==> src/rtl/pcs_pkg.sv <==
// Shared constants and state types for the 40GBASE-R receive alignment controller.
package pcs_pkg;

  localparam int NUM_LANES       = 4;
  localparam int AM_INTERVAL_DEF = 16384;
  localparam int MAX_MISS_DEF    = 4;
  localparam int MAX_SKEW_DEF    = 7;

  typedef enum logic [1:0] {
    SEARCH,
    CHECK,
    LOCKED
  } am_lock_state_t;

  typedef enum logic [1:0] {
    WAIT,
    MEASURE,
    ALIGNED
  } align_state_t;

endpackage

==> src/rtl/am_lock_fsm.sv <==
// One lane's alignment-marker lock: interval counter, miss counter, lock FSM and BIP error count.
// BIP checking and counting are built only when PCS_BIP_ERR_CNT_EN is defined.
module am_lock_fsm
  import pcs_pkg::*;
#(
  parameter int AM_INTERVAL = AM_INTERVAL_DEF,
  parameter int MAX_MISS    = MAX_MISS_DEF
) (
  input  logic        core_clk,
  input  logic        core_reset_n,
  input  logic        block_locked,
  input  logic        marker_detect,
  input  logic        bip_valid,
  output logic        am_lock,
  output logic        am_hit,
  output logic        lock_drop,
  output logic        bip_err,
  output logic [15:0] bip_err_count
);

  localparam int CNT_W  = $clog2(AM_INTERVAL + 1);
  localparam int MISS_W = $clog2(MAX_MISS + 1);

  am_lock_state_t    state, state_nxt;
  logic [CNT_W-1:0]  cnt, cnt_nxt;
  logic [MISS_W-1:0] miss, miss_nxt;
  logic              lock_nxt;
  logic              due;
  logic              bip_fail;

  assign due       = (cnt == CNT_W'(AM_INTERVAL));
  assign lock_drop = am_lock & ~lock_nxt;

  always_ff @(posedge core_clk or negedge core_reset_n) begin
    if (!core_reset_n) begin
      state   <= SEARCH;
      cnt     <= '0;
      miss    <= '0;
      am_lock <= 1'b0;
    end else begin
      state   <= state_nxt;
      cnt     <= cnt_nxt;
      miss    <= miss_nxt;
      am_lock <= lock_nxt;
    end
  end

  always_comb begin
    state_nxt = state;
    cnt_nxt   = cnt + CNT_W'(1);
    miss_nxt  = miss;
    lock_nxt  = am_lock;
    am_hit    = 1'b0;
    bip_fail  = 1'b0;
    // Losing block lock overrides any marker seen in the same cycle.
    if (!block_locked) begin
      state_nxt = SEARCH;
      cnt_nxt   = '0;
      miss_nxt  = '0;
      lock_nxt  = 1'b0;
    end else begin
      case (state)
        SEARCH: begin
          if (marker_detect) begin
            state_nxt = CHECK;
            cnt_nxt   = CNT_W'(1);
          end
        end
        CHECK: begin
          if (marker_detect) begin
            cnt_nxt = CNT_W'(1);
            if (due) begin
              state_nxt = LOCKED;
              lock_nxt  = 1'b1;
              miss_nxt  = '0;
            end
          end else if (due) begin
            state_nxt = SEARCH;
          end
        end
        LOCKED: begin
          if (due) begin
            cnt_nxt = CNT_W'(1);
            if (marker_detect) begin
              am_hit   = 1'b1;
              miss_nxt = '0;
              bip_fail = ~bip_valid;
            end else if (miss == MISS_W'(MAX_MISS - 1)) begin
              state_nxt = SEARCH;
              lock_nxt  = 1'b0;
              miss_nxt  = '0;
            end else begin
              miss_nxt = miss + MISS_W'(1);
            end
          end
        end
        default: begin
          state_nxt = SEARCH;
          lock_nxt  = 1'b0;
        end
      endcase
    end
  end

`ifdef PCS_BIP_ERR_CNT_EN
  always_ff @(posedge core_clk or negedge core_reset_n) begin
    if (!core_reset_n) begin
      bip_err       <= 1'b0;
      bip_err_count <= '0;
    end else begin
      bip_err <= bip_fail;
      if (bip_fail && bip_err_count != 16'hFFFF) begin
        bip_err_count <= bip_err_count + 16'd1;
      end
    end
  end
`else
  logic unused_bip;
  assign unused_bip    = bip_fail;
  assign bip_err       = 1'b0;
  assign bip_err_count = '0;
`endif

endmodule

==> src/rtl/pcs_rx_align_ctrl.sv <==
// 40GBASE-R receive alignment: four lane lock FSMs, skew measurement window and deskew delay selects.
// BIP error pulses/counters are present only when PCS_BIP_ERR_CNT_EN is defined.
module pcs_rx_align_ctrl
  import pcs_pkg::*;
#(
  parameter int  AM_INTERVAL = AM_INTERVAL_DEF,
  parameter int  MAX_MISS    = MAX_MISS_DEF,
  parameter int  MAX_SKEW    = MAX_SKEW_DEF,
  localparam int SKEW_W      = $clog2(MAX_SKEW + 1)
) (
  input  logic                        core_clk,
  input  logic                        core_reset_n,
  input  logic [NUM_LANES-1:0]        block_locked,
  input  logic [NUM_LANES-1:0]        marker_detect,
  input  logic [NUM_LANES-1:0]        bip_valid,
  output logic [NUM_LANES-1:0]        am_lock,
  output logic                        align_status,
  output logic [NUM_LANES*SKEW_W-1:0] lane_delay,
  output logic [NUM_LANES-1:0]        bip_err,
  output logic [NUM_LANES*16-1:0]     bip_err_count
);

  logic [NUM_LANES-1:0]        am_hit, lock_drop, arrived, arr_fin;
  logic [SKEW_W-1:0]           off_q   [NUM_LANES];
  logic [SKEW_W-1:0]           off_fin [NUM_LANES];
  logic [SKEW_W-1:0]           win_cnt, cur_off, max_off;
  logic [NUM_LANES*SKEW_W-1:0] dly_new, delay_nxt;
  logic                        win_open, active, closing, win_clr, status_nxt;
  align_state_t                astate, astate_nxt;

  for (genvar i = 0; i < NUM_LANES; i++) begin : g_lane
    am_lock_fsm #(
      .AM_INTERVAL(AM_INTERVAL),
      .MAX_MISS   (MAX_MISS)
    ) u_lane (
      .core_clk     (core_clk),
      .core_reset_n (core_reset_n),
      .block_locked (block_locked[i]),
      .marker_detect(marker_detect[i]),
      .bip_valid    (bip_valid[i]),
      .am_lock      (am_lock[i]),
      .am_hit       (am_hit[i]),
      .lock_drop    (lock_drop[i]),
      .bip_err      (bip_err[i]),
      .bip_err_count(bip_err_count[i*16 +: 16])
    );
  end

  // Offset 0 is the cycle of the first marker in a round; hits on the closing cycle still count.
  always_comb begin
    cur_off = win_open ? win_cnt : '0;
    active  = win_open | (|am_hit);
    closing = active && (cur_off == SKEW_W'(MAX_SKEW));
    arr_fin = arrived | am_hit;
    max_off = '0;
    for (int i = 0; i < NUM_LANES; i++) begin
      off_fin[i] = arrived[i] ? off_q[i] : cur_off;
      if (off_fin[i] > max_off) max_off = off_fin[i];
    end
    dly_new = '0;
    for (int i = 0; i < NUM_LANES; i++) begin
      dly_new[i*SKEW_W +: SKEW_W] = max_off - off_fin[i];
    end
  end

  always_comb begin
    astate_nxt = astate;
    status_nxt = align_status;
    delay_nxt  = lane_delay;
    win_clr    = 1'b0;
    if (|lock_drop) begin
      astate_nxt = WAIT;
      status_nxt = 1'b0;
      delay_nxt  = '0;
      win_clr    = 1'b1;
    end else begin
      case (astate)
        WAIT: begin
          win_clr = 1'b1;
          if (&am_lock) astate_nxt = MEASURE;
        end
        MEASURE: begin
          if (closing && (&arr_fin)) begin
            astate_nxt = ALIGNED;
            status_nxt = 1'b1;
            delay_nxt  = dly_new;
          end
        end
        ALIGNED: begin
          // A failed re-measure keeps the old delays until the next successful round.
          if (closing && (!(&arr_fin) || dly_new != lane_delay)) begin
            astate_nxt = MEASURE;
            status_nxt = 1'b0;
          end
        end
        default: astate_nxt = WAIT;
      endcase
    end
  end

  always_ff @(posedge core_clk or negedge core_reset_n) begin
    if (!core_reset_n) begin
      astate       <= WAIT;
      align_status <= 1'b0;
      lane_delay   <= '0;
    end else begin
      astate       <= astate_nxt;
      align_status <= status_nxt;
      lane_delay   <= delay_nxt;
    end
  end

  always_ff @(posedge core_clk or negedge core_reset_n) begin
    if (!core_reset_n) begin
      win_open <= 1'b0;
      win_cnt  <= '0;
      arrived  <= '0;
      for (int i = 0; i < NUM_LANES; i++) off_q[i] <= '0;
    end else if (win_clr || closing) begin
      win_open <= 1'b0;
      arrived  <= '0;
    end else if (active) begin
      win_open <= 1'b1;
      win_cnt  <= cur_off + SKEW_W'(1);
      arrived  <= arr_fin;
      for (int i = 0; i < NUM_LANES; i++) begin
        if (am_hit[i] && !arrived[i]) off_q[i] <= cur_off;
      end
    end
  end

endmodule
==> config.mk <==
export PLATFORM = sky130hd
export DESIGN_NAME = pcs_rx_align_ctrl
export DESIGN_NICKNAME = d
export VERILOG_FILES = /design/src/rtl/pcs_pkg.sv /design/src/rtl/am_lock_fsm.sv /design/src/rtl/pcs_rx_align_ctrl.sv
export SDC_FILE = /design/constraint.sdc
export NUM_CORES = 1
export LEC_CHECK = 0
export ABC_CLOCK_PERIOD_IN_PS = 10100
export CORE_UTILIZATION = 25
export CTS_BUF_LIST = sky130_fd_sc_hd__clkbuf_4 sky130_fd_sc_hd__clkbuf_8
export CTS_CLUSTER_SIZE = 24
export DETAILED_ROUTE_END_ITERATION = 8
export PLACE_DENSITY = 0.52
export SLEW_MARGIN = 20
export SYNTH_ARGS = -nofsm -noshare
export SYNTH_HDL_FRONTEND = slang
export SYNTH_SLANG_ARGS = --single-unit
==> constraint.sdc <==
create_clock -name core_clk -period 10.1 [get_ports core_clk]
set_input_delay 1.515 -clock core_clk [delete_from_list [all_inputs] [get_ports core_clk]]
set_output_delay 1.515 -clock core_clk [all_outputs]
set_load 0.02 [all_outputs]
Yosys cells after proc, flatten, opt, wreduce, memory -nomap -nowiden --
Cells that the tools add are included. W data, S select, Z words.
Word-level totals: output and inout port bits 85, word-level logic and storage cells 303, input bits 14, register bits 119
Cells by class: muxes and demuxes 151, bitwise logic cells 11, add/sub/neg operators 13, $lt $le $gt $ge 4, reductions and logical operators 47, equal/unequal tests 51
Operators by type and width (count):
- $mux W15 | 12
- $pmux W15 S2 | 4
- $mux W3 | 33
- $mux W2 | 36
- $add A15 B1 Y15 const B | 4
- $eq A15 B15 Y1 const B | 4
- $mux W1 | 47
- $ne A3 B3 Y1 const B | 15
- $mux W12 | 3
- $ne A3 B2 Y1 const B | 12
- $pmux W2 S3 | 5
- $pmux W3 S2 | 4
- $reduce_and A4 Y1 | 6
- $reduce_and A5 Y1 | 4
- $reduce_and A3 Y1 | 6
- $add A3 B1 Y3 const B | 5
- $eq A3 B2 Y1 const B | 4
- $ne A12 B12 Y1 | 1
- $ne A3 B1 Y1 const B | 4
- $pmux W1 S3 | 4
- $sub A3 B3 Y3 | 4
- $eq A2 B1 Y1 const B | 5
- $eq A2 B2 Y1 const B | 5
- $logic_not A2 Y1 | 5
- other kinds (17) | 45

Logic depth before layout (Yosys ltp) --
depth after elaboration 17, mapped depth 30, gate-level depth less buffers 30

Hierarchy --
A second synthesis with hierarchy kept.
Unflattened totals: cells, all modules 785, area total of the unflattened synthesis 7417.1 µm²
Modules (own cells, without submodules):
- am_lock_fsm (g_lane[0].u_lane ...) | area an instance 1247.4 µm², cells each 135, sequential area each 525.5 µm², instances 2
- pcs_rx_align_ctrl | area an instance 2354.8 µm², cells each 246, sequential area each 875.8 µm², instances 1
- am_lock_fsm (g_lane[3].u_lane) | area an instance 1313.8 µm², cells each 135, sequential area each 525.5 µm², instances 1
- am_lock_fsm (g_lane[1].u_lane) | area an instance 1253.7 µm², cells each 134, sequential area each 525.5 µm², instances 1

Worst setup path before layout --
OpenSTA, ideal clock, no wires.
kind register -> register, start reg arrived[1], end reg align_status, buffers on the path 1, stages on the path, launching flop included 28, library setup time 0.103 ns, clock period less this slack 6.669 ns, data arrival time 6.566 ns, data required time 9.997 ns, slack 3.431 ns, cells stage by stage dfrtp_1 > buf_1 > nor2_1 > a21oi_1 > inv_1 > ha_1 > nor2b_1 > o21ai_0 > a21oi_1 > o311ai_0 > mux2_2 > ha_1 > nand3b_1 > a32oi_1 > mux2_2 > ha_1 > nand3_1 > o21ai_0 > nor2_1 > o21ai_0 > ha_1 > inv_1 > fa_1 > xor2_1 > nor4_1 > nand3_2 > or4_4 > o41ai_2
Between the ends: longest elaborated chain between the ends 13, elaborated cells between the ends (all ways) 21, classes of those cells add/sub: 4; order compare: 3; eq/ne: 3; mux: 4; bitwise: 1; reduce/logical: 6
RTL lines:
- from (decl) | RTL line pcs_rx_align_ctrl.sv:23 | logic [NUM_LANES-1:0] am_hit, lock_drop, arrived, arr_fin;
- from (signal assigned) | RTL line pcs_rx_align_ctrl.sv:125 | arrived <= arr_fin;
- $mux W3 | RTL line pcs_rx_align_ctrl.sv:57 | off_fin[i] = arrived[i] ? off_q[i] : cur_off;
- $gt A3 B3 Y1 | RTL line pcs_rx_align_ctrl.sv:58 | if (off_fin[i] > max_off) max_off = off_fin[i];
- $mux W3 | RTL line pcs_rx_align_ctrl.sv:58
- $gt A3 B3 Y1 | RTL line pcs_rx_align_ctrl.sv:58
- $mux W3 | RTL line pcs_rx_align_ctrl.sv:58
- $gt A3 B3 Y1 | RTL line pcs_rx_align_ctrl.sv:58
- $mux W3 | RTL line pcs_rx_align_ctrl.sv:58
- $sub A3 B3 Y3 | RTL line pcs_rx_align_ctrl.sv:62 | dly_new[i*SKEW_W +: SKEW_W] = max_off - off_fin[i];
- $ne A12 B12 Y1 | RTL line pcs_rx_align_ctrl.sv:91 | if (closing && (!(&arr_fin) || dly_new != lane_delay)) begin
- $logic_or A1 B1 Y1 | RTL line pcs_rx_align_ctrl.sv:91
- $logic_and A1 B1 Y1 | RTL line pcs_rx_align_ctrl.sv:91
- $ne A3 B3 Y1 (no source line)
- $reduce_and A3 Y1 (no source line) *
- to (signal assigned) | RTL line pcs_rx_align_ctrl.sv:108 | align_status <= status_nxt;
- to (decl) | RTL line pcs_rx_align_ctrl.sv:17 | output logic align_status,
Every way passes the cells marked *; elsewhere a longest branch is shown, timed or not. A chain may end at the register's enable or synchronous reset.

Worst setup path after layout --
Same ends and word-level chain as after synthesis.

==> run metrics <==
Reg-to-Reg End=align_status; WS Path Type=reg2reg; worst skew pair latency=0.44 ns; Cell variety after synth=67; Layout Nets=846; most frequent cells in the layout=dfrtp_1 (119), nor2_1 (110), conb_1 (68); max cap viols=0; Synth Instances=786; crit path to=align_status; clock share of power=41.9%; Synth Flop Type=dfrtp_1; drt via density=4.304; largest net degree at the start of global routing=66; worst-path fanout max=12; clock buffer depth=2; Syn Area/Cell=9.390 um2; sequential fraction of the synthesis area=40.35%; GRT Total Usage=10.20%; Worst R2R Path Depth=26; final number of hold-violating endpoints=0; TritonCTS buffer count=17; DRT Pass-1 Iters=4; clock sinks=119; sw frac=25.93%; Worst Path Required=10.43 ns; Max-slew headroom=31.43%; GR Overflow Total=0; flop-to-flop setup slack=2.68 ns; Post-route DRC=0; Synth-to-Final Area Change=9.442%; Worst setup EP type=register; Seq pwr share=52.0%; status=completed; Rows=62; root buf cell=clkbuf_8; Critical R2R Launch=arrived[1]; Synth warnings=0; antenna viol nets, final=0; Leak=0.003686 uW; CP Data Arrival Time=7.75 ns; antenna violations before repair=1; CTS tree=built; die area=30,220 um2; 1st-iter DRT viols=188; # H-tree levels=4; post-DP HPWL=10.25 mm; vias in the first global route=4,926; Die Y=173.8 um; Via Count=5,156; Core ar.=28,860 um2; Resize count post-CTS=0; commonest non-fill, non-tap cell in the layout=dfrtp_1; Hold Buf Count CTS=0; Power Dens Cells=115.4 nW/um2; worst hold-check path type=reg2reg; period utilisation layout=73.48%; clk slew on worst S/H paths=0.07 ns; EDFF count, synth=0; Layout fillers=3,048; min Tclk post-route=7.422 ns; flops & latches, synth=119; setup_tns=0 ns; die width=173.8 um; Cell Int Power=690.3 uW; share of layout cells above drive strength 1=6.519%; Avg WL per Cell=12.00 um; Worst VDD drop=47.83 uV; endpoints failing setup=0; drt total wl=14.38 mm; Post-CTS Setup Repair Bufs=0; Multi-input gate area=3879 um2; Comb pwr share=6.1%; # IOs=99; max-slew violation count=0; crit path from=arrived[1]; Initial Utilization=25.58%; FMAX=134.7 MHz; Post-synth ARST share=100.0%; skew final=0.01476 ns; Startpoint Class=register; Placer Congestion=0.7626; switching power=241.6 uW; WHS Path Cells=1; first-pass GRT wire length=24.92 mm; synthesized area=7381 um2; Min Hold Slack=0.4809 ns; RSZ-0062 raised after global routing=false; Reg area=2978 um2; # port buffers=26; worst-margin pin slew=1.023 ns
==> through the flow <==
step                area (um2)  worst slack (ns)  cells  power, uW  util [%]
global placement          7730             2.792   1167      551.1     26.79
CTS                       8075             2.657   1197      951.5     27.98
floorplan                 7632             3.431    853      552.4         -
global route              8075             2.082   1197      979.9     27.98
detailed placement        7730             2.695   1167      551.3     26.79
finish                    8078             2.678   1198      931.9     27.99
==> sequential cells by signal, indices dropped and copies added (netlist names) <==
name and cells:
align_status 1, arrived 4, astate 2, g_lane.u_lane.am_lock 4, g_lane.u_lane.cnt 60, g_lane.u_lane.miss 12
g_lane.u_lane.state 8, lane_delay 12, off_q 12, win_cnt 3, win_open 1
==> how the worst min path moves through the flow <==
stage	start	to	slack, ns
final	g_lane[1].u_lane.miss[0]	g_lane[1].u_lane.miss[0]	0.48
after global routing	win_cnt[0]	win_cnt[0]	0.50
after CTS	g_lane[1].u_lane.miss[0]	g_lane[1].u_lane.miss[0]	0.49
after detailed placement	off_q[11]	off_q[11]	0.47
after global placement	off_q[11]	off_q[11]	0.47
after floorplan	off_q[11]	off_q[11]	0.46
==> layer usage <==
metal | vias up | track usage [%] | routed length [um]
li1 | 2568 | - | -
met1 | 2500 | 14.14 | 7291
met2 | 76 | 15.32 | 6418
met3 | 12 | 2.588 | 502
met4 | 0 | 3.509 | 168
met5 | - | 0 | 0
==> cell type report <==
cell class / instances / area share, %
antenna: 1 / 0.03098
clock buffer: 20 / 3.253
clock inverter: 10 / 1.022
inverter: 34 / 1.580
multi-input combinational: 603 / 48.02
sequential: 119 / 36.86
tap: 384 / 5.948
timing repair buffer: 27 / 3.284
==> Yosys cell counts, types with 2 or more instances <==
master    count  share of area [%]
a21boi_0     10                1.0
a21o_1        2               0.20
a21oi_1      27                1.8
a22oi_1       3               0.31
a41oi_1       3               0.36
and2_1        5               0.42
and3_1       24                2.0
and3b_1       6               0.71
and4_1        5               0.59
buf_2         4               0.27
buf_4        72                7.3
clkbuf_1     18               0.92
dfrtp_1     119                 40
fa_1          4                1.1
ha_1         26                4.4
inv_1        33                1.7
mux2_1       14                2.1
mux2_2        7                1.1
mux2i_1       8                1.1
nand2_1      50                2.5
nand2b_1      2               0.17
nand3_1      37                2.5
nand4_1      11               0.93
nand4b_1      2               0.24
nor2_1      110                5.6
nor2b_1      15                1.3
nor3_1        6               0.41
nor4_1        9               0.76
nor4b_1       8               0.95
o211ai_1      3               0.31
o21a_1        4               0.41
o21ai_0      23                1.6
o21ai_1       2               0.14
o21bai_1      3               0.31
or3_1         7               0.59
xnor2_1      41                4.9
xnor3_1       2               0.61
xor2_1       32                3.8
==> worst max-delay path, cell delays in order, from the launching register on <==
cell and delay, ns:
dfrtp_1 0.62, nor2_1 0.09, a21oi_1 0.12, inv_1 0.12, ha_1 0.32, nor2b_1 0.13
o21ai_0 0.28, a21oi_1 0.06, o311ai_0 0.59, mux2_2 0.42, ha_1 0.18, nand3b_1 0.17
a32oi_1 0.27, mux2_2 0.39, ha_1 0.28, nand3_1 0.08, o21ai_0 0.10, nor2_1 0.49
o21ai_0 0.39, ha_1 0.29, inv_1 0.06, fa_1 0.44, xor2_1 0.18, nor4_1 0.35
nand3_2 0.12, or4_4 0.48, o41ai_2 0.28
==> power by group through the flow <==
stage                     Clock (uW)  Combinational [uW]  Sequential (uW)
final                            390                56.7              485
after global routing             431                64.3              485
after CTS                        409                58.0              484
after detailed placement           0                57.8              494
after global placement             0                57.5              494
after floorplan                    0                59.9              492
==> kinds of logic after synthesis <==
kind of cell	count (synthesis)	share of synthesized area, %
flops	119	40.35
fa+ha+maj	30	5.492
mux	31	4.780
buf+inv	131	10.51
xor+xnor	75	9.273
simple gates	306	20.90
compound gates	93	8.646
other cells	1	0.05081
No activity file was read; power rests on OpenSTA's default activity.
